===== src/rtl/usb_tx_scheduler_pkg.sv =====
// Shared types and constants for the USB transmit path (scheduler, TX FSM, TX buffer).
package usb_tx_pkg;

  localparam int MAX_DATA_BYTES = 64;
  localparam int TIMER_WIDTH    = 13;

  typedef enum logic [1:0] {
    TXP_NONE = 2'd0,
    TXP_DATA = 2'd1,
    TXP_ACK  = 2'd2,
    TXP_NAK  = 2'd3
  } tx_packet_t;

  typedef enum logic [1:0] {
    ST_IDLE = 2'd0,
    ST_SEND = 2'd1,
    ST_GAP  = 2'd2
  } sched_state_t;

  function automatic tx_packet_t hs_packet(input logic nak);
    return nak ? TXP_NAK : TXP_ACK;
  endfunction

endpackage


===== src/rtl/usb_tx_scheduler_if.sv =====
// Request/grant and TX FSM command bundle between the scheduler and its neighbours.
interface usb_tx_scheduler_if;
  import usb_tx_pkg::*;

  logic       hs_req;
  logic       hs_nak;
  logic       data_req;
  logic [6:0] data_size;
  logic [6:0] buffer_occupancy;
  logic       tx_done;

  tx_packet_t tx_packet;
  logic [6:0] tx_packet_data_size;
  logic       hs_grant;
  logic       data_grant;
  logic       hs_done;
  logic       data_done;
  logic       tx_error;
  logic       flush_buffer;
  logic       tx_active;

  modport master (
    output hs_req, hs_nak, data_req, data_size, buffer_occupancy, tx_done,
    input  tx_packet, tx_packet_data_size, hs_grant, data_grant,
           hs_done, data_done, tx_error, flush_buffer, tx_active
  );

  modport slave (
    input  hs_req, hs_nak, data_req, data_size, buffer_occupancy, tx_done,
    output tx_packet, tx_packet_data_size, hs_grant, data_grant,
           hs_done, data_done, tx_error, flush_buffer, tx_active
  );

endinterface


===== src/rtl/usb_tx_scheduler_timer.sv =====
// Shared up/down counter: counts down through the inter-packet gap, up for the SEND timeout.
module tx_sched_timer #(
  parameter int WIDTH = 13
) (
  input  logic             clk,
  input  logic             rst,
  input  logic             clr,
  input  logic             load,
  input  logic [WIDTH-1:0] load_val,
  input  logic             inc,
  input  logic             dec,
  input  logic [WIDTH-1:0] tc_val,
  output logic             tc
);

  logic [WIDTH-1:0] count_reg;

  // Load wins over clear so a packet end can reload the gap in the same cycle.
  always_ff @(posedge clk or posedge rst) begin
    if (rst) begin
      count_reg <= '0;
    end else if (load) begin
      count_reg <= load_val;
    end else if (clr) begin
      count_reg <= '0;
    end else if (inc) begin
      count_reg <= count_reg + 1'b1;
    end else if (dec) begin
      count_reg <= count_reg - 1'b1;
    end
  end

  assign tc = (count_reg == tc_val);

endmodule


===== src/rtl/usb_tx_scheduler.sv =====
// Arbitrates handshake vs DATA transmit requests, holds the TX FSM command until done,
// enforces the inter-packet gap and aborts packets that never complete.
module usb_tx_scheduler #(
  parameter int GAP_CYCLES     = 16,
  parameter int TIMEOUT_CYCLES = 4096,
  parameter int MAX_DATA_BYTES = usb_tx_pkg::MAX_DATA_BYTES
) (
  input logic               clk,
  input logic               rst,
  usb_tx_scheduler_if.slave bus
);
  import usb_tx_pkg::*;

  localparam logic [TIMER_WIDTH-1:0] GAP_LOAD = TIMER_WIDTH'(GAP_CYCLES - 1);
  localparam logic [TIMER_WIDTH-1:0] TO_LAST  = TIMER_WIDTH'(TIMEOUT_CYCLES - 1);
  localparam logic [7:0]             MAX_SZ   = 8'(MAX_DATA_BYTES);

  sched_state_t state_reg;
  tx_packet_t   tx_packet_reg;
  logic [6:0]   size_reg;
  logic         hs_grant_reg;
  logic         data_grant_reg;
  logic         hs_done_reg;
  logic         data_done_reg;
  logic         tx_error_reg;
  logic         flush_reg;
  logic         active_reg;

  logic hs_win;
  logic data_win;
  logic data_bad;
  logic send_end;

  logic                   tmr_clr;
  logic                   tmr_load;
  logic                   tmr_inc;
  logic                   tmr_dec;
  logic [TIMER_WIDTH-1:0] tmr_tc_val;
  logic                   tmr_tc;

  assign hs_win   = bus.hs_req;
  assign data_win = !bus.hs_req && bus.data_req && (bus.buffer_occupancy >= bus.data_size);
  assign data_bad = data_win && ({1'b0, bus.data_size} > MAX_SZ);
  assign send_end = bus.tx_done || tmr_tc;

  // Timer is held at zero in IDLE so SEND starts counting from 0 on the grant edge.
  always_comb begin
    tmr_clr    = 1'b0;
    tmr_load   = 1'b0;
    tmr_inc    = 1'b0;
    tmr_dec    = 1'b0;
    tmr_tc_val = '0;
    case (state_reg)
      ST_IDLE: begin
        tmr_clr  = 1'b1;
        tmr_load = data_bad;
      end
      ST_SEND: begin
        tmr_tc_val = TO_LAST;
        tmr_inc    = 1'b1;
        tmr_load   = send_end;
      end
      ST_GAP: begin
        tmr_dec = !tmr_tc;
      end
      default: ;
    endcase
  end

  tx_sched_timer #(
    .WIDTH (TIMER_WIDTH)
  ) u_timer (
    .clk      (clk),
    .rst      (rst),
    .clr      (tmr_clr),
    .load     (tmr_load),
    .load_val (GAP_LOAD),
    .inc      (tmr_inc),
    .dec      (tmr_dec),
    .tc_val   (tmr_tc_val),
    .tc       (tmr_tc)
  );

  always_ff @(posedge clk or posedge rst) begin
    if (rst) begin
      state_reg      <= ST_IDLE;
      tx_packet_reg  <= TXP_NONE;
      size_reg       <= '0;
      hs_grant_reg   <= 1'b0;
      data_grant_reg <= 1'b0;
      hs_done_reg    <= 1'b0;
      data_done_reg  <= 1'b0;
      tx_error_reg   <= 1'b0;
      flush_reg      <= 1'b0;
      active_reg     <= 1'b0;
    end else begin
      hs_grant_reg   <= 1'b0;
      data_grant_reg <= 1'b0;
      hs_done_reg    <= 1'b0;
      data_done_reg  <= 1'b0;
      tx_error_reg   <= 1'b0;
      flush_reg      <= 1'b0;
      case (state_reg)
        ST_IDLE: begin
          if (hs_win) begin
            hs_grant_reg  <= 1'b1;
            tx_packet_reg <= hs_packet(bus.hs_nak);
            active_reg    <= 1'b1;
            state_reg     <= ST_SEND;
          end else if (data_win) begin
            data_grant_reg <= 1'b1;
            active_reg     <= 1'b1;
            if (data_bad) begin
              tx_error_reg <= 1'b1;
              flush_reg    <= 1'b1;
              state_reg    <= ST_GAP;
            end else begin
              tx_packet_reg <= TXP_DATA;
              size_reg      <= bus.data_size;
              state_reg     <= ST_SEND;
            end
          end
        end
        ST_SEND: begin
          // Completion takes precedence when tx_done lands on the expiry cycle.
          if (bus.tx_done) begin
            tx_packet_reg <= TXP_NONE;
            data_done_reg <= (tx_packet_reg == TXP_DATA);
            hs_done_reg   <= (tx_packet_reg != TXP_DATA);
            state_reg     <= ST_GAP;
          end else if (tmr_tc) begin
            tx_packet_reg <= TXP_NONE;
            tx_error_reg  <= 1'b1;
            flush_reg     <= (tx_packet_reg == TXP_DATA);
            state_reg     <= ST_GAP;
          end
        end
        ST_GAP: begin
          if (tmr_tc) begin
            active_reg <= 1'b0;
            state_reg  <= ST_IDLE;
          end
        end
        default: state_reg <= ST_IDLE;
      endcase
    end
  end

  assign bus.tx_packet           = tx_packet_reg;
  assign bus.tx_packet_data_size = size_reg;
  assign bus.hs_grant            = hs_grant_reg;
  assign bus.data_grant          = data_grant_reg;
  assign bus.hs_done             = hs_done_reg;
  assign bus.data_done           = data_done_reg;
  assign bus.tx_error            = tx_error_reg;
  assign bus.flush_buffer        = flush_reg;
  assign bus.tx_active           = active_reg;

endmodule

===== src/flat_wrapper.sv =====
// flat-port wrapper written by rule: the top's interface ports become plain ports
module usb_tx_scheduler_flat import usb_tx_pkg::*;
#(
  parameter int GAP_CYCLES     = 16,
  parameter int TIMEOUT_CYCLES = 4096,
  parameter int MAX_DATA_BYTES = usb_tx_pkg::MAX_DATA_BYTES
)
  (clk, rst, bus_hs_req, bus_hs_nak, bus_data_req, bus_data_size, bus_buffer_occupancy, bus_tx_done, bus_tx_packet, bus_tx_packet_data_size, bus_hs_grant, bus_data_grant, bus_hs_done, bus_data_done, bus_tx_error, bus_flush_buffer, bus_tx_active);
  usb_tx_scheduler_if bus_i ();
  input logic clk;
  input logic rst;
  input wire logic [$bits(bus_i.hs_req)-1:0] bus_hs_req;
  input wire logic [$bits(bus_i.hs_nak)-1:0] bus_hs_nak;
  input wire logic [$bits(bus_i.data_req)-1:0] bus_data_req;
  input wire logic [$bits(bus_i.data_size)-1:0] bus_data_size;
  input wire logic [$bits(bus_i.buffer_occupancy)-1:0] bus_buffer_occupancy;
  input wire logic [$bits(bus_i.tx_done)-1:0] bus_tx_done;
  output wire logic [$bits(bus_i.tx_packet)-1:0] bus_tx_packet;
  output wire logic [$bits(bus_i.tx_packet_data_size)-1:0] bus_tx_packet_data_size;
  output wire logic [$bits(bus_i.hs_grant)-1:0] bus_hs_grant;
  output wire logic [$bits(bus_i.data_grant)-1:0] bus_data_grant;
  output wire logic [$bits(bus_i.hs_done)-1:0] bus_hs_done;
  output wire logic [$bits(bus_i.data_done)-1:0] bus_data_done;
  output wire logic [$bits(bus_i.tx_error)-1:0] bus_tx_error;
  output wire logic [$bits(bus_i.flush_buffer)-1:0] bus_flush_buffer;
  output wire logic [$bits(bus_i.tx_active)-1:0] bus_tx_active;
  assign bus_i.hs_req = bus_hs_req;
  assign bus_i.hs_nak = bus_hs_nak;
  assign bus_i.data_req = bus_data_req;
  assign bus_i.data_size = bus_data_size;
  assign bus_i.buffer_occupancy = bus_buffer_occupancy;
  assign bus_i.tx_done = bus_tx_done;
  assign bus_tx_packet = bus_i.tx_packet;
  assign bus_tx_packet_data_size = bus_i.tx_packet_data_size;
  assign bus_hs_grant = bus_i.hs_grant;
  assign bus_data_grant = bus_i.data_grant;
  assign bus_hs_done = bus_i.hs_done;
  assign bus_data_done = bus_i.data_done;
  assign bus_tx_error = bus_i.tx_error;
  assign bus_flush_buffer = bus_i.flush_buffer;
  assign bus_tx_active = bus_i.tx_active;
  usb_tx_scheduler #(.GAP_CYCLES(GAP_CYCLES), .TIMEOUT_CYCLES(TIMEOUT_CYCLES), .MAX_DATA_BYTES(MAX_DATA_BYTES)) u_core (.clk(clk), .rst(rst), .bus(bus_i));
endmodule

===== config.mk =====
export PLATFORM = sky130hd
export DESIGN_NAME = usb_tx_scheduler_flat
export DESIGN_NICKNAME = d
export VERILOG_FILES = /design/src/rtl/usb_tx_scheduler_pkg.sv /design/src/rtl/usb_tx_scheduler_if.sv /design/src/rtl/usb_tx_scheduler_timer.sv /design/src/rtl/usb_tx_scheduler.sv /design/src/flat_wrapper.sv
export SDC_FILE = /design/constraint.sdc
export NUM_CORES = 1
export LEC_CHECK = 0
export ABC_AREA = 1
export CAP_MARGIN = 20
export CORE_MARGIN = 5
export CORE_UTILIZATION = 50
export DETAILED_ROUTE_END_ITERATION = 8
export PLACE_DENSITY = 0.86
export RECOVER_POWER = 100
export SKIP_LAST_GASP = 1
export SLEW_MARGIN = 20
export SYNTH_ARGS = -nofsm -noshare
export SYNTH_HDL_FRONTEND = slang
export SYNTH_HIERARCHICAL = 1
export SYNTH_SLANG_ARGS = --single-unit

===== constraint.sdc =====
create_clock -name clk -period 3.2 [get_ports clk]
set_clock_uncertainty 0.15 [all_clocks]
set_input_delay 0.8 -clock clk [delete_from_list [all_inputs] [get_ports clk]]
set_output_delay 0.8 -clock clk [all_outputs]
set_load 0.01 [all_outputs]

==> results of run 1 <==
## layout make-up
| class | instances | area share, % |
|---|---|---|
| clock buffers | 6 | 2.42 |
| clock inverters | 2 | 1.03 |
| inverters | 58 | 6.54 |
| multi-input cells | 273 | 48.2 |
| flip-flops and latches | 31 | 22.8 |
| well taps | 70 | 2.57 |
| repair buffers | 58 | 16.5 |
## cell usage after synthesis
cell type	n
sky130_fd_sc_hd__a21boi_1	1
sky130_fd_sc_hd__a21o_1	1
sky130_fd_sc_hd__a21oi_1	17
sky130_fd_sc_hd__a21oi_2	15
sky130_fd_sc_hd__a22oi_1	1
sky130_fd_sc_hd__and2_1	1
sky130_fd_sc_hd__buf_6	3
sky130_fd_sc_hd__bufbuf_8	1
sky130_fd_sc_hd__conb_1	2
sky130_fd_sc_hd__dfrtp_1	31
sky130_fd_sc_hd__fa_1	1
sky130_fd_sc_hd__ha_1	18
sky130_fd_sc_hd__inv_1	56
sky130_fd_sc_hd__inv_2	1
sky130_fd_sc_hd__inv_4	1
sky130_fd_sc_hd__nand2_1	92
sky130_fd_sc_hd__nand2_2	3
sky130_fd_sc_hd__nand2_4	2
sky130_fd_sc_hd__nand3_1	27
sky130_fd_sc_hd__nand3_2	1
sky130_fd_sc_hd__nand3b_1	3
sky130_fd_sc_hd__nand4_1	9
sky130_fd_sc_hd__nor2_1	22
sky130_fd_sc_hd__nor2_2	7
sky130_fd_sc_hd__nor2_4	2
sky130_fd_sc_hd__nor2_8	1
sky130_fd_sc_hd__nor3_1	4
sky130_fd_sc_hd__nor3_4	1
sky130_fd_sc_hd__o21ai_0	6
sky130_fd_sc_hd__o21ai_1	1
sky130_fd_sc_hd__o21ai_2	7
sky130_fd_sc_hd__or2_2	2
sky130_fd_sc_hd__xnor2_1	11
sky130_fd_sc_hd__xor2_1	3
## layout by cell type, fill, tap and decap left out, types with 7 or more instances in the layout
master and n:
sky130_fd_sc_hd__inv_1 54, sky130_fd_sc_hd__conb_1 14, sky130_fd_sc_hd__a21oi_2 16, sky130_fd_sc_hd__dlygate4sd3_1 19, sky130_fd_sc_hd__a21oi_1 16, sky130_fd_sc_hd__ha_1 15
sky130_fd_sc_hd__nand3_1 27, sky130_fd_sc_hd__nor2_2 8, sky130_fd_sc_hd__nand2_1 89, sky130_fd_sc_hd__buf_4 20, sky130_fd_sc_hd__nor2_1 21, sky130_fd_sc_hd__nand4_1 9
sky130_fd_sc_hd__o21ai_2 7, sky130_fd_sc_hd__dfrtp_1 31, sky130_fd_sc_hd__clkdlybuf4s50_1 14, sky130_fd_sc_hd__xnor2_1 11
## cells by family after synthesis
group | after synthesis | share of synthesized area, %
AOI/OAI and AO/OA | 49 | 12.9
and+or+nand+nor | 177 | 32.2
buffers and inverters | 62 | 10.5
other | 2 | 0.290
xor gates and xnor gates | 14 | 4.73
adders and majority gates | 19 | 9.46
DFF | 31 | 29.9
## repair_timing
| action | 4_1_cts | 5_1_grt |
|---|---|---|
| setup buffers | 0 | 3 |
| setup endpoints to repair | 0 | 13 |
| gates resized for setup | 0 | 14 |
## worst max-delay path: cells and delay by family
| family | cells | cell delay [ps] |
|---|---|---|
| AOI/OAI and AO/OA | 3 | 320 |
| adders and majority gates | 1 | 240 |
| buffers and inverters | 5 | 900 |
| and+or+nand+nor | 9 | 870 |
## stage by stage
step	util (%)	setup TNS [ps]	power [uW]
floorplan	-	0	2730
global placement	62.7	-1290	3300
detailed placement	62.7	-2790	3420
CTS	65.0	0	3850
global route	67.1	-46.7	4320
finish	67.1	0	3960
## how the worst max path moves through the flow
stage / slack, ps / endpoint / start / depth (start not counted)
after detailed placement: -240 / u_core/u_timer/count_reg[10] / bus_data_size[6] / 17
after global routing: -50 / u_core/u_timer/count_reg[10] / bus_data_size[4] / 18
after floorplan: 170 / u_core/u_timer/count_reg[5] / bus_data_size[6] / 17
after global placement: -110 / u_core/u_timer/count_reg[3] / bus_data_size[6] / 17
final: 140 / u_core/u_timer/count_reg[7] / bus_data_size[4] / 18
after CTS: 10 / u_core/u_timer/count_reg[2] / bus_data_size[6] / 17
## where the power goes
part / internal [uW] / leakage [uW] / switching (uW)
Sequential: 573 / 0.000390 / 180
Clock: 252 / 0.0000612 / 152
Combinational: 1150 / 0.00135 / 1650
Total: 1980 / 0.00180 / 1980
## routing by layer
layer | share of wire, % | global-route usage (%) | vias up
met4 | 3.3 | 10.1 | 0
li1 | - | - | 1264
met2 | 51 | 35.9 | 76
met1 | 41 | 26.2 | 1189
met5 | 0 | 0 | -
met3 | 4.0 | 2.63 | 23
==> flow_summary_export.csv, run 1 <==
group,metric,value,unit
critical_path,critical-path-max-stage-delay,490,ps
critical_path,timing.critical_path.to_type,"register",
sta,transition_time_at_the_pin_with_the_least_slew_margin,721,ps
place,hpwlAfterDp,5090,um
sta,period_minus_slack,3060,ps
grt,via_count_of_the_first_global_routing_pass,2452,
grt,largest_net_degree_at_the_start_of_global_routing,19,
finish,inserted_diodes,0,
grt,grtUsageTotal,21.1,%
critical_path,cells_traversed_along_the_worst_timing_path,"clkdlybuf4s50_1 -> inv_2 -> ha_4 -> nand2_1 -> nand2_1 -> a21oi_2 -> nand3_2 -> nand2_4 -> nor2_8 -> nand2_2 -> nand2_2 -> nor2_4 -> inv_4 -> nor3_4 -> buf_6 -> clkbuf_16 -> a21oi_2 -> a21oi_2",
worst_hold_path,worst_hold_path.num_cells,2,
floorplanning,standard_cell_rows,26,
synth,synthCells,354,
critical_path,reg2reg_setup_slack,230,ps
routing,wirelength,6920,um
floorplanning,die-area,6730,um^2
synth,netlist-cell-type-count,34,
critical_path,crit-reg2reg-capture,"u_core/u_timer/count_reg[5]",
critical_path,worst_ep_arrival_time,3130,ps
grt,globalRouteOverflowTotal,0,
finish,layout-drive-gt1-share,19.6,%
place,io_buffers,35,
critical_path,critPathRequiredTime,3270,ps
critical_path,r2r_start,"u_core/state_reg[0]",
clock_network,cts-htree-levels,2,
finish,layout.cell_area.non_filler,3410,um^2
place,place.gp.congestion,0.898,
clock_network,numCtsBuffers,5,
worst_hold_path,timing.hold.worst.start,"u_core/bus.tx_packet_data_size[3]",
power_and_ir_drop,total_leakage_power,0.00180,uW
grt,grt_pass1_wl,11000,um
routing,route.antenna.remaining_nets,0,
routing,dr.pass1.iters,4,
routing,route.detailed.wl_per_inst,13.9,um
grt,antenna_violations_before_repair,0,
floorplanning,start_util,51.1,%
place,placed_cells_incl_taps,486,
finish,fill_cells,417,
place,dp_area,3180,um^2
worst_hold_path,worst_hold_endpoint,"u_core/bus.tx_packet_data_size[3]",
synth,syn-mean-instance-area,7.33,um^2
sta,timing_hold_violations_final,0,
floorplanning,core_region_area,5070,um^2
finish,finalNonFillerCells,498,
synth,seq_area_frac_synth,29.9,%
clock_network,cts_tree,"built",
synth,synth.top_cell.area_share,29.9,%
clock_network,clockRootBuffer,"sky130_fd_sc_hd__clkbuf_8",
synth,dominant_cells_by_area_after_synthesis,"sky130_fd_sc_hd__dfrtp_1 30%, sky130_fd_sc_hd__nand2_1 13%, sky130_fd_sc_hd__ha_1 8.7%",
sta,period_utilization,95.7,%
routing,route.vias.total,2552,
critical_path,path_max_fanout,6,
synth,syn_area,2590,um^2
critical_path,worstSetupPathType,"in -> reg",
clock_network,clock_transition_at_the_register_clock_pins_on_the_worst_setup_and_hold_paths_after_cts,70,ps
sta,timing.slew.headroom,51.9,%
clock_network,hold_buffers,0,
floorplanning,io-pin-count,36,
synth,ys_seq_elements,31,
sta,finalWorstSetupSlack,137,ps
power_and_ir_drop,power.density,1160,nW/um^2
finish,largest_reg_flops,13,
run_status,status,"finished, final reports clean",
place,preCtsSetupSlack,-235,ps
worst_hold_path,hold_path_class,"reg -> reg",
sta,finalMaxSlewViolations,0,
sta,maxClockFrequency,0.326,GHz
synth,ys_warn_count,6,
routing,route.detailed.drc,0,
routing,detail_route.iter0.violations,155,
clock_network,clkSinkCount,31,
finish,num-nets-final,466,
finish,total_area_of_sequential_cells,776,um^2
floorplanning,fp.dieH,82.0,um
routing,routed_via_density,5.12,
finish,area.growth.synth_to_final,31.4,%
critical_path,reg2regPathDepth,15,
flow_run,max_capacitance_violation_count,0,
floorplanning,width_of_the_die,82.0,um
clock_network,clock_tree.buffer_depth,2,
clock_network,clk-insertion-delay-late,290,ps
critical_path,worst_path_most_repeated_cell,"sky130_fd_sc_hd__a21oi_2",
synth,synth_top_cell_by_area,"sky130_fd_sc_hd__dfrtp_1",
finish,area_of_the_multi_input_gates,1640,um^2
sta,finalSetupViolations,0,
sta,fin_hold_ws,339,ps
power_and_ir_drop,ir_worst_vdd,451,uV
critical_path,critPathLaunchType,"input port",
critical_path,timing.critical_path.slowest_stage_cell,"sky130_fd_sc_hd__clkdlybuf4s50_1",
No activity file was read; power rests on OpenSTA's default activity.
==> run 2, diff against run 1 <==
- CAP_MARGIN: 20 -> 0
- CORE_ASPECT_RATIO: default -> 1.25
==> run 2 against run 1 <==
Net effect:
- routed wire length increased by 5.3%
- critical path depth unchanged
- combinational power about the same
- clock power about the same
- total power increased by 0.18%
- sequential power decreased by 2%
- design area decreased by 0.33%
- critical endpoint is now u_core/u_timer/count_reg[11]
- via count increased by 2.0%
- worst setup slack got worse by 86 ps
- clock-buffer cell count unchanged
- worst hold slack improved by 1.7 ps
- die area increased by 0.13%
- largest cell class unchanged
- largest power group unchanged
==> flow_summary_export.csv, run 2 (synthesis gave the netlist of run 1 again) <==
group,metric,value,unit
floorplanning,core_region_area,5040,um^2
clock_network,clkSinkCount,31,
clock_network,clk-insertion-delay-late,290,ps
place,place.gp.congestion,0.849,
grt,largest_net_degree_at_the_start_of_global_routing,19,
floorplanning,fp.dieH,90.5,um
power_and_ir_drop,p_int,1970,uW
sta,fin_hold_ws,341,ps
routing,route.antenna.remaining_nets,0,
routing,route.vias.total,2604,
power_and_ir_drop,comb_power_share,71.2,%
clock_network,clock_tree.buffer_depth,2,
worst_hold_path,hold_path_class,"reg -> reg",
critical_path,critPathRequiredTime,3220,ps
clock_network,cts-htree-levels,2,
finish,largest_reg_flops,13,
floorplanning,die-area,6740,um^2
finish,inserted_diodes,0,
floorplanning,standard_cell_rows,29,
place,io_buffers,35,
finish,most-common-layout-cells,"89 x sky130_fd_sc_hd__nand2_1, 52 x sky130_fd_sc_hd__inv_1, 31 x sky130_fd_sc_hd__dfrtp_1, 27 x sky130_fd_sc_hd__nand3_1, 20 x sky130_fd_sc_hd__nor2_1",
routing,detail_route.iter0.violations,234,
critical_path,worstSetupPathType,"in -> reg",
critical_path,path_max_fanout,6,
grt,globalRouteOverflowTotal,0,
clock_network,cts_tree,"built",
routing,route.detailed.drc,0,
grt,grt_pass1_wl,10700,um
sta,maxClockFrequency,0.318,GHz
floorplanning,start_util,51.4,%
sta,finalSetupViolations,0,
power_and_ir_drop,finalPower,3970,uW
sta,period_minus_slack,3150,ps
power_and_ir_drop,power.share.clock,10.2,%
clock_network,clock_transition_at_the_register_clock_pins_on_the_worst_setup_and_hold_paths_after_cts,70,ps
power_and_ir_drop,ir_worst_vdd,817,uV
sta,transition_time_at_the_pin_with_the_least_slew_margin,719,ps
place,hpwlAfterDp,4790,um
sta,timing_hold_violations_final,0,
power_and_ir_drop,seq_power_share,18.6,%
critical_path,timing.critical_path.to_type,"register",
critical_path,worst_ep_arrival_time,3170,ps
run_status,status,"finished, final reports clean",
finish,area.growth.synth_to_final,30.9,%
finish,fill_cells,355,
flow_run,max_capacitance_violation_count,0,
finish,finalCoreUtilization,67.3,%
power_and_ir_drop,power.switching_fraction,50.3,%
sta,finalMaxSlewViolations,0,
finish,layout-drive-gt1-share,20.0,%
power_and_ir_drop,total_leakage_power,0.00180,uW
floorplanning,width_of_the_die,74.4,um
grt,via_count_of_the_first_global_routing_pass,2470,
floorplanning,io-pin-count,36,
critical_path,critPathLaunchType,"input port",
finish,num-nets-final,463,
clock_network,numCtsBuffers,5,
sta,timing.slew.headroom,52.0,%
routing,routed_via_density,5.35,
grt,grtUsageTotal,19.9,%
clock_network,clockRootBuffer,"sky130_fd_sc_hd__clkbuf_8",
grt,antenna_violations_before_repair,0,
sta,period_utilization,98.4,%
power_and_ir_drop,power.density,1170,nW/um^2
power_and_ir_drop,net-switching-power,1990,uW
routing,dr.pass1.iters,4,
finish,commonest_non_fill_non_tap_cell_in_the_layout,"sky130_fd_sc_hd__nand2_1",
routing,wirelength,7280,um
routing,route.detailed.wl_per_inst,15.0,um
-- run 2: through the flow --
stage               setup TNS [ps]  cells  setup WS [ps]  cell area (um^2)
floorplan                        0    366            174              2640
global placement              -794    476          -69.2              3160
detailed placement           -1910    476           -164              3160
CTS                              0    484           84.8              3270
global route                 -75.4    487          -46.9              3400
finish                           0    487           50.9              3400
-- run 2: repair_timing --
item / CTS / global route
hold buffers: 0 / 0
hold endpoints to repair: 0 / 0
setup endpoints to repair: 0 / 13
resized for setup: 0 / 27
buffers inserted: 0 / 2
-- run 2: layout make-up --
type	instances	area, um^2	area share [%]
inverter	58	225	6.63
clock inverter	2	35.0	1.03
timing repair inverter	1	6.26	0.184
multi-input combinational	273	1670	49.2
tap	62	77.6	2.28
timing repair buffer	54	523	15.4
sequential	31	776	22.8
clock buffer	6	82.6	2.43
-- run 2: final timing paths --
path,cells past startpoint,slack (ps),end,start
max reg2reg,16,180,u_core/u_timer/count_reg[11],u_core/state_reg[0]
max,18,50,u_core/u_timer/count_reg[11],bus_data_size[1]
min,2,340,u_core/bus.tx_packet_data_size[4],u_core/bus.tx_packet_data_size[4]
min reg2reg,2,340,u_core/bus.tx_packet_data_size[4],u_core/bus.tx_packet_data_size[4]
max in group asynchronous,2,1500,u_core/bus.tx_packet_data_size[3],rst
min in group asynchronous,2,840,u_core/u_timer/count_reg[3],rst
-- run 2: critical path, stage by stage --
cell and delay [ps]:
sky130_fd_sc_hd__clkdlybuf4s50_1 450, sky130_fd_sc_hd__inv_1 50, sky130_fd_sc_hd__ha_1 300, sky130_fd_sc_hd__nand3_1 100
sky130_fd_sc_hd__nand2_1 80, sky130_fd_sc_hd__nand2_1 80, sky130_fd_sc_hd__nand3_2 110, sky130_fd_sc_hd__nand2_4 110
sky130_fd_sc_hd__nor2_8 40, sky130_fd_sc_hd__nand2_4 70, sky130_fd_sc_hd__nand2_4 50, sky130_fd_sc_hd__nor2_4 150
sky130_fd_sc_hd__inv_4 50, sky130_fd_sc_hd__nor3_4 330, sky130_fd_sc_hd__buf_6 150, sky130_fd_sc_hd__inv_4 50
sky130_fd_sc_hd__nor2_1 120, sky130_fd_sc_hd__a21oi_1 60
-- run 2: layer usage --
metal | share of wire (%) | up-vias | GRT usage [%]
met4 | 4.1 | 0 | 8.31
met3 | 5.0 | 30 | 3.34
met5 | 0 | - | 0
met2 | 55 | 101 | 36.6
met1 | 36 | 1210 | 21.6
li1 | - | 1263 | -
-- run 2: power groups by stage --
stage	Clock, uW	Sequential (uW)	Combinational (uW)
floorplan	0	740	1990
global placement	0	730	2580
detailed placement	0	735	2680
CTS	404	732	2700
global route	427	762	3160
finish	405	736	2830
==> run 3, diff against run 2 <==
- ABC_AREA: 1 -> default
- CORE_UTILIZATION: 50 -> 49
==> run 3 against run 2 <==
Net effect:
- highest routed layer unchanged
- utilization rose by 3.1 points
- area after synthesis shrank 12%
- critical path depth fell by 6
- non-clock buffer count up 14
- largest cell class unchanged
- sequential share of layout area up 1.9 points
- combinational power fell by 20%
- clock-buffer cell count up 2
- total power down 18%
- worst hold slack improved by 12 ps
- design area is 7.5% lower
==> flow_summary_export.csv, run 3 <==
group,metric,value,unit
sta,finalMaxSlewViolations,0,
sta,period_minus_slack,3100,ps
synth,asyncSetResetFlopFracSynth,100,%
place,io_buffers,35,
place,place.gp.congestion,0.926,
grt,grt_pass1_wl,9980,um
routing,route.antenna.remaining_nets,0,
finish,layout-drive-gt1-share,18.8,%
run_status,status,"finished, final reports clean",
synth,ys_warn_count,6,
clock_network,clock_tree.buffer_depth,2,
power_and_ir_drop,total_leakage_power,0.00142,uW
clock_network,clkSinkCount,31,
critical_path,worst_path_most_repeated_cell,"sky130_fd_sc_hd__buf_4",
sta,maxClockFrequency,0.322,GHz
place,hpwlAfterDp,4590,um
power_and_ir_drop,finalPower,3270,uW
power_and_ir_drop,ir_worst_vdd,686,uV
clock_network,numCtsBuffers,5,
routing,wirelength,6320,um
sta,fin_hold_ws,353,ps
critical_path,worst_ep_arrival_time,3180,ps
synth,synth.top_cells.by_count,"31 x sky130_fd_sc_hd__dfrtp_1, 21 x sky130_fd_sc_hd__nor2_1, 20 x sky130_fd_sc_hd__a21oi_1",
sta,timing.slew.headroom,53.1,%
routing,route.detailed.wl_per_inst,16.1,um
routing,dr.pass1.iters,4,
finish,num-nets-final,373,
place,dp_area,2920,um^2
finish,area.growth.synth_to_final,37.4,%
clock_network,clk-insertion-delay-late,280,ps
floorplanning,die-area,6140,um^2
worst_hold_path,hold_path_class,"reg -> reg",
floorplanning,standard_cell_rows,27,
critical_path,worstSetupPathType,"in -> reg",
sta,period_utilization,97.0,%
grt,largest_net_degree_at_the_start_of_global_routing,19,
routing,route.detailed.drc,0,
critical_path,cells_traversed_along_the_worst_timing_path,"clkdlybuf4s50_1 -> buf_4 -> or4_4 -> o31ai_4 -> nor3_1 -> nand3_1 -> a21oi_2 -> buf_4 -> nor4_1 -> buf_4 -> a22oi_1 -> nand3b_1",
synth,ys_seq_elements,31,
routing,routed_via_density,5.63,
synth,seq_area_frac_synth,33.9,%
finish,finalCoreUtilization,70.4,%
flow_run,max_capacitance_violation_count,0,
synth,netlist-cell-type-count,57,
clock_network,clock_transition_at_the_register_clock_pins_on_the_worst_setup_and_hold_paths_after_cts,60,ps
synth,synth_top_cell_by_area,"sky130_fd_sc_hd__dfrtp_1",
sta,transition_time_at_the_pin_with_the_least_slew_margin,702,ps
synth,post-synth-top-count-cell,"sky130_fd_sc_hd__dfrtp_1",
critical_path,critPathRequiredTime,3270,ps
sta,finalSetupViolations,0,
finish,layout.cell_area.non_filler,3140,um^2
grt,globalRouteOverflowTotal,0,
clock_network,clockRootBuffer,"sky130_fd_sc_hd__clkbuf_8",
critical_path,timing.critical_path.slowest_stage_cell,"sky130_fd_sc_hd__or4_4",
clock_network,cts_tree,"built",
synth,synth.top_cell.area_share,33.9,%
finish,inserted_diodes,0,
critical_path,path_max_fanout,5,
synth,syn-mean-instance-area,9.07,um^2
floorplanning,io-pin-count,36,
routing,detail_route.iter0.violations,116,
clock_network,cts-htree-levels,2,
synth,post_synth_edffs,0,
grt,via_count_of_the_first_global_routing_pass,2191,
critical_path,timing.critical_path.to_type,"register",
finish,most-common-layout-cells,"34 x sky130_fd_sc_hd__clkdlybuf4s50_1, 31 x sky130_fd_sc_hd__dfrtp_1, 31 x sky130_fd_sc_hd__buf_4, 20 x sky130_fd_sc_hd__nor2_1",
critical_path,critical-path-max-stage-delay,550,ps
routing,route.vias.total,2213,
sta,timing_hold_violations_final,0,
clock_network,hold_buffers,0,
synth,synthCells,252,
grt,antenna_violations_before_repair,0,
critical_path,critPathLaunchType,"input port",
grt,grtUsageTotal,20.3,%
power_and_ir_drop,power.density,1040,nW/um^2
synth,dominant_cells_by_area_after_synthesis,"sky130_fd_sc_hd__dfrtp_1 34%, sky130_fd_sc_hd__ha_1 9.9%, sky130_fd_sc_hd__a21oi_1 4.4%",
floorplanning,start_util,51.3,%
finish,largest_reg_flops,13,
floorplanning,core_region_area,4460,um^2
synth,synthFlopType,"sky130_fd_sc_hd__dfrtp_1",
synth,syn_area,2290,um^2
finish,commonest_non_fill_non_tap_cell_in_the_layout,"sky130_fd_sc_hd__clkdlybuf4s50_1",
critical_path,reg2reg_setup_slack,100,ps
floorplanning,fp.dieH,86.4,um
floorplanning,width_of_the_die,71.1,um
## run 3: cell count changes after synthesis, sizes merged, moves of 5 or more
| cell | before | now |
|---|---|---|
| a22oi | 1 | 6 |
| o21ai | 14 | 22 |
| a21oi | 32 | 20 |
| nand4 | 9 | 3 |
| inv | 58 | 17 |
| xor2 | 3 | 9 |
| nor2 | 32 | 21 |
| nand3 | 28 | 6 |
| mux2 | 0 | 6 |
| nand2 | 97 | 16 |
## run 3: power breakdown
group	switching [uW]	total (uW)	internal, uW	leakage [uW]
clock network	144	340	196	0.0000515
registers	131	680	549	0.000392
logic	1180	2250	1070	0.000978
## run 3: final timing paths
check	cells after the start	endpoint	startpoint
worst max-delay path	12	u_core/u_timer/count_reg[12]	bus_data_size[0]
worst min-delay path	1	u_core/bus.tx_packet_data_size[2]	u_core/bus.tx_packet_data_size[2]
worst max register to register	11	u_core/u_timer/count_reg[11]	u_core/state_reg[1]
worst min register to register	1	u_core/bus.tx_packet_data_size[2]	u_core/bus.tx_packet_data_size[2]
max in group asynchronous	2	u_core/state_reg[1]	rst
min in group asynchronous	2	u_core/u_timer/count_reg[2]	rst
## run 3: cells by family (layout without fill, tap and decap cells)
| family | count (synthesis) | after routing | synth area share [%] |
|---|---|---|---|
| compound gates | 81 | 81 | 24.2 |
| xor+xnor | 19 | 19 | 7.28 |
| fa+ha+maj | 19 | 19 | 10.7 |
| buf+inv | 22 | 93 | 4.21 |
| flops | 31 | 31 | 33.9 |
| mux | 7 | 7 | 3.39 |
| other cells | 2 | 14 | 0.329 |
| simple gates | 71 | 71 | 15.9 |
## run 3: cell type report
type	count	area (um^2)
well taps	58	72.6
inverters	17	67.6
fillers	331	1320
flip-flops and latches	31	776
clock buffers	8	100
repair buffers	68	599
multi-input cells	211	1530
## run 3: layer usage
layer / share of wire [%] / GRT usage (%) / up-vias
met1: 40 / 22.3 / 1049
met2: 54 / 37.9 / 79
met3: 4.4 / 3.60 / 12
li1: - / - / 1073
met5: 0 / 0 / -
met4: 2.1 / 8.72 / 0
## run 3: metrics by stage
stage	setup slack, ps	TNS [ps]	instances
after floorplan	5.17	0	264
after global placement	-278	-1960	377
after detailed placement	-265	-2110	377
after CTS	45.1	0	385
after global routing	-29.6	-81.2	393
final	96.5	0	393
## run 3: timing repair
action,4_1_cts,5_1_grt
setup endpoints to repair,0,14
resized for setup,0,12
endpoints found under the hold margin,0,0
setup buffers,0,8
## run 3: worst max-delay path: cells and delay by family
kind	cells	cell delay, ps
AND/OR/NAND/NOR	5	1090
buffers and inverters	4	920
AO/OA/AOI/OAI	3	350
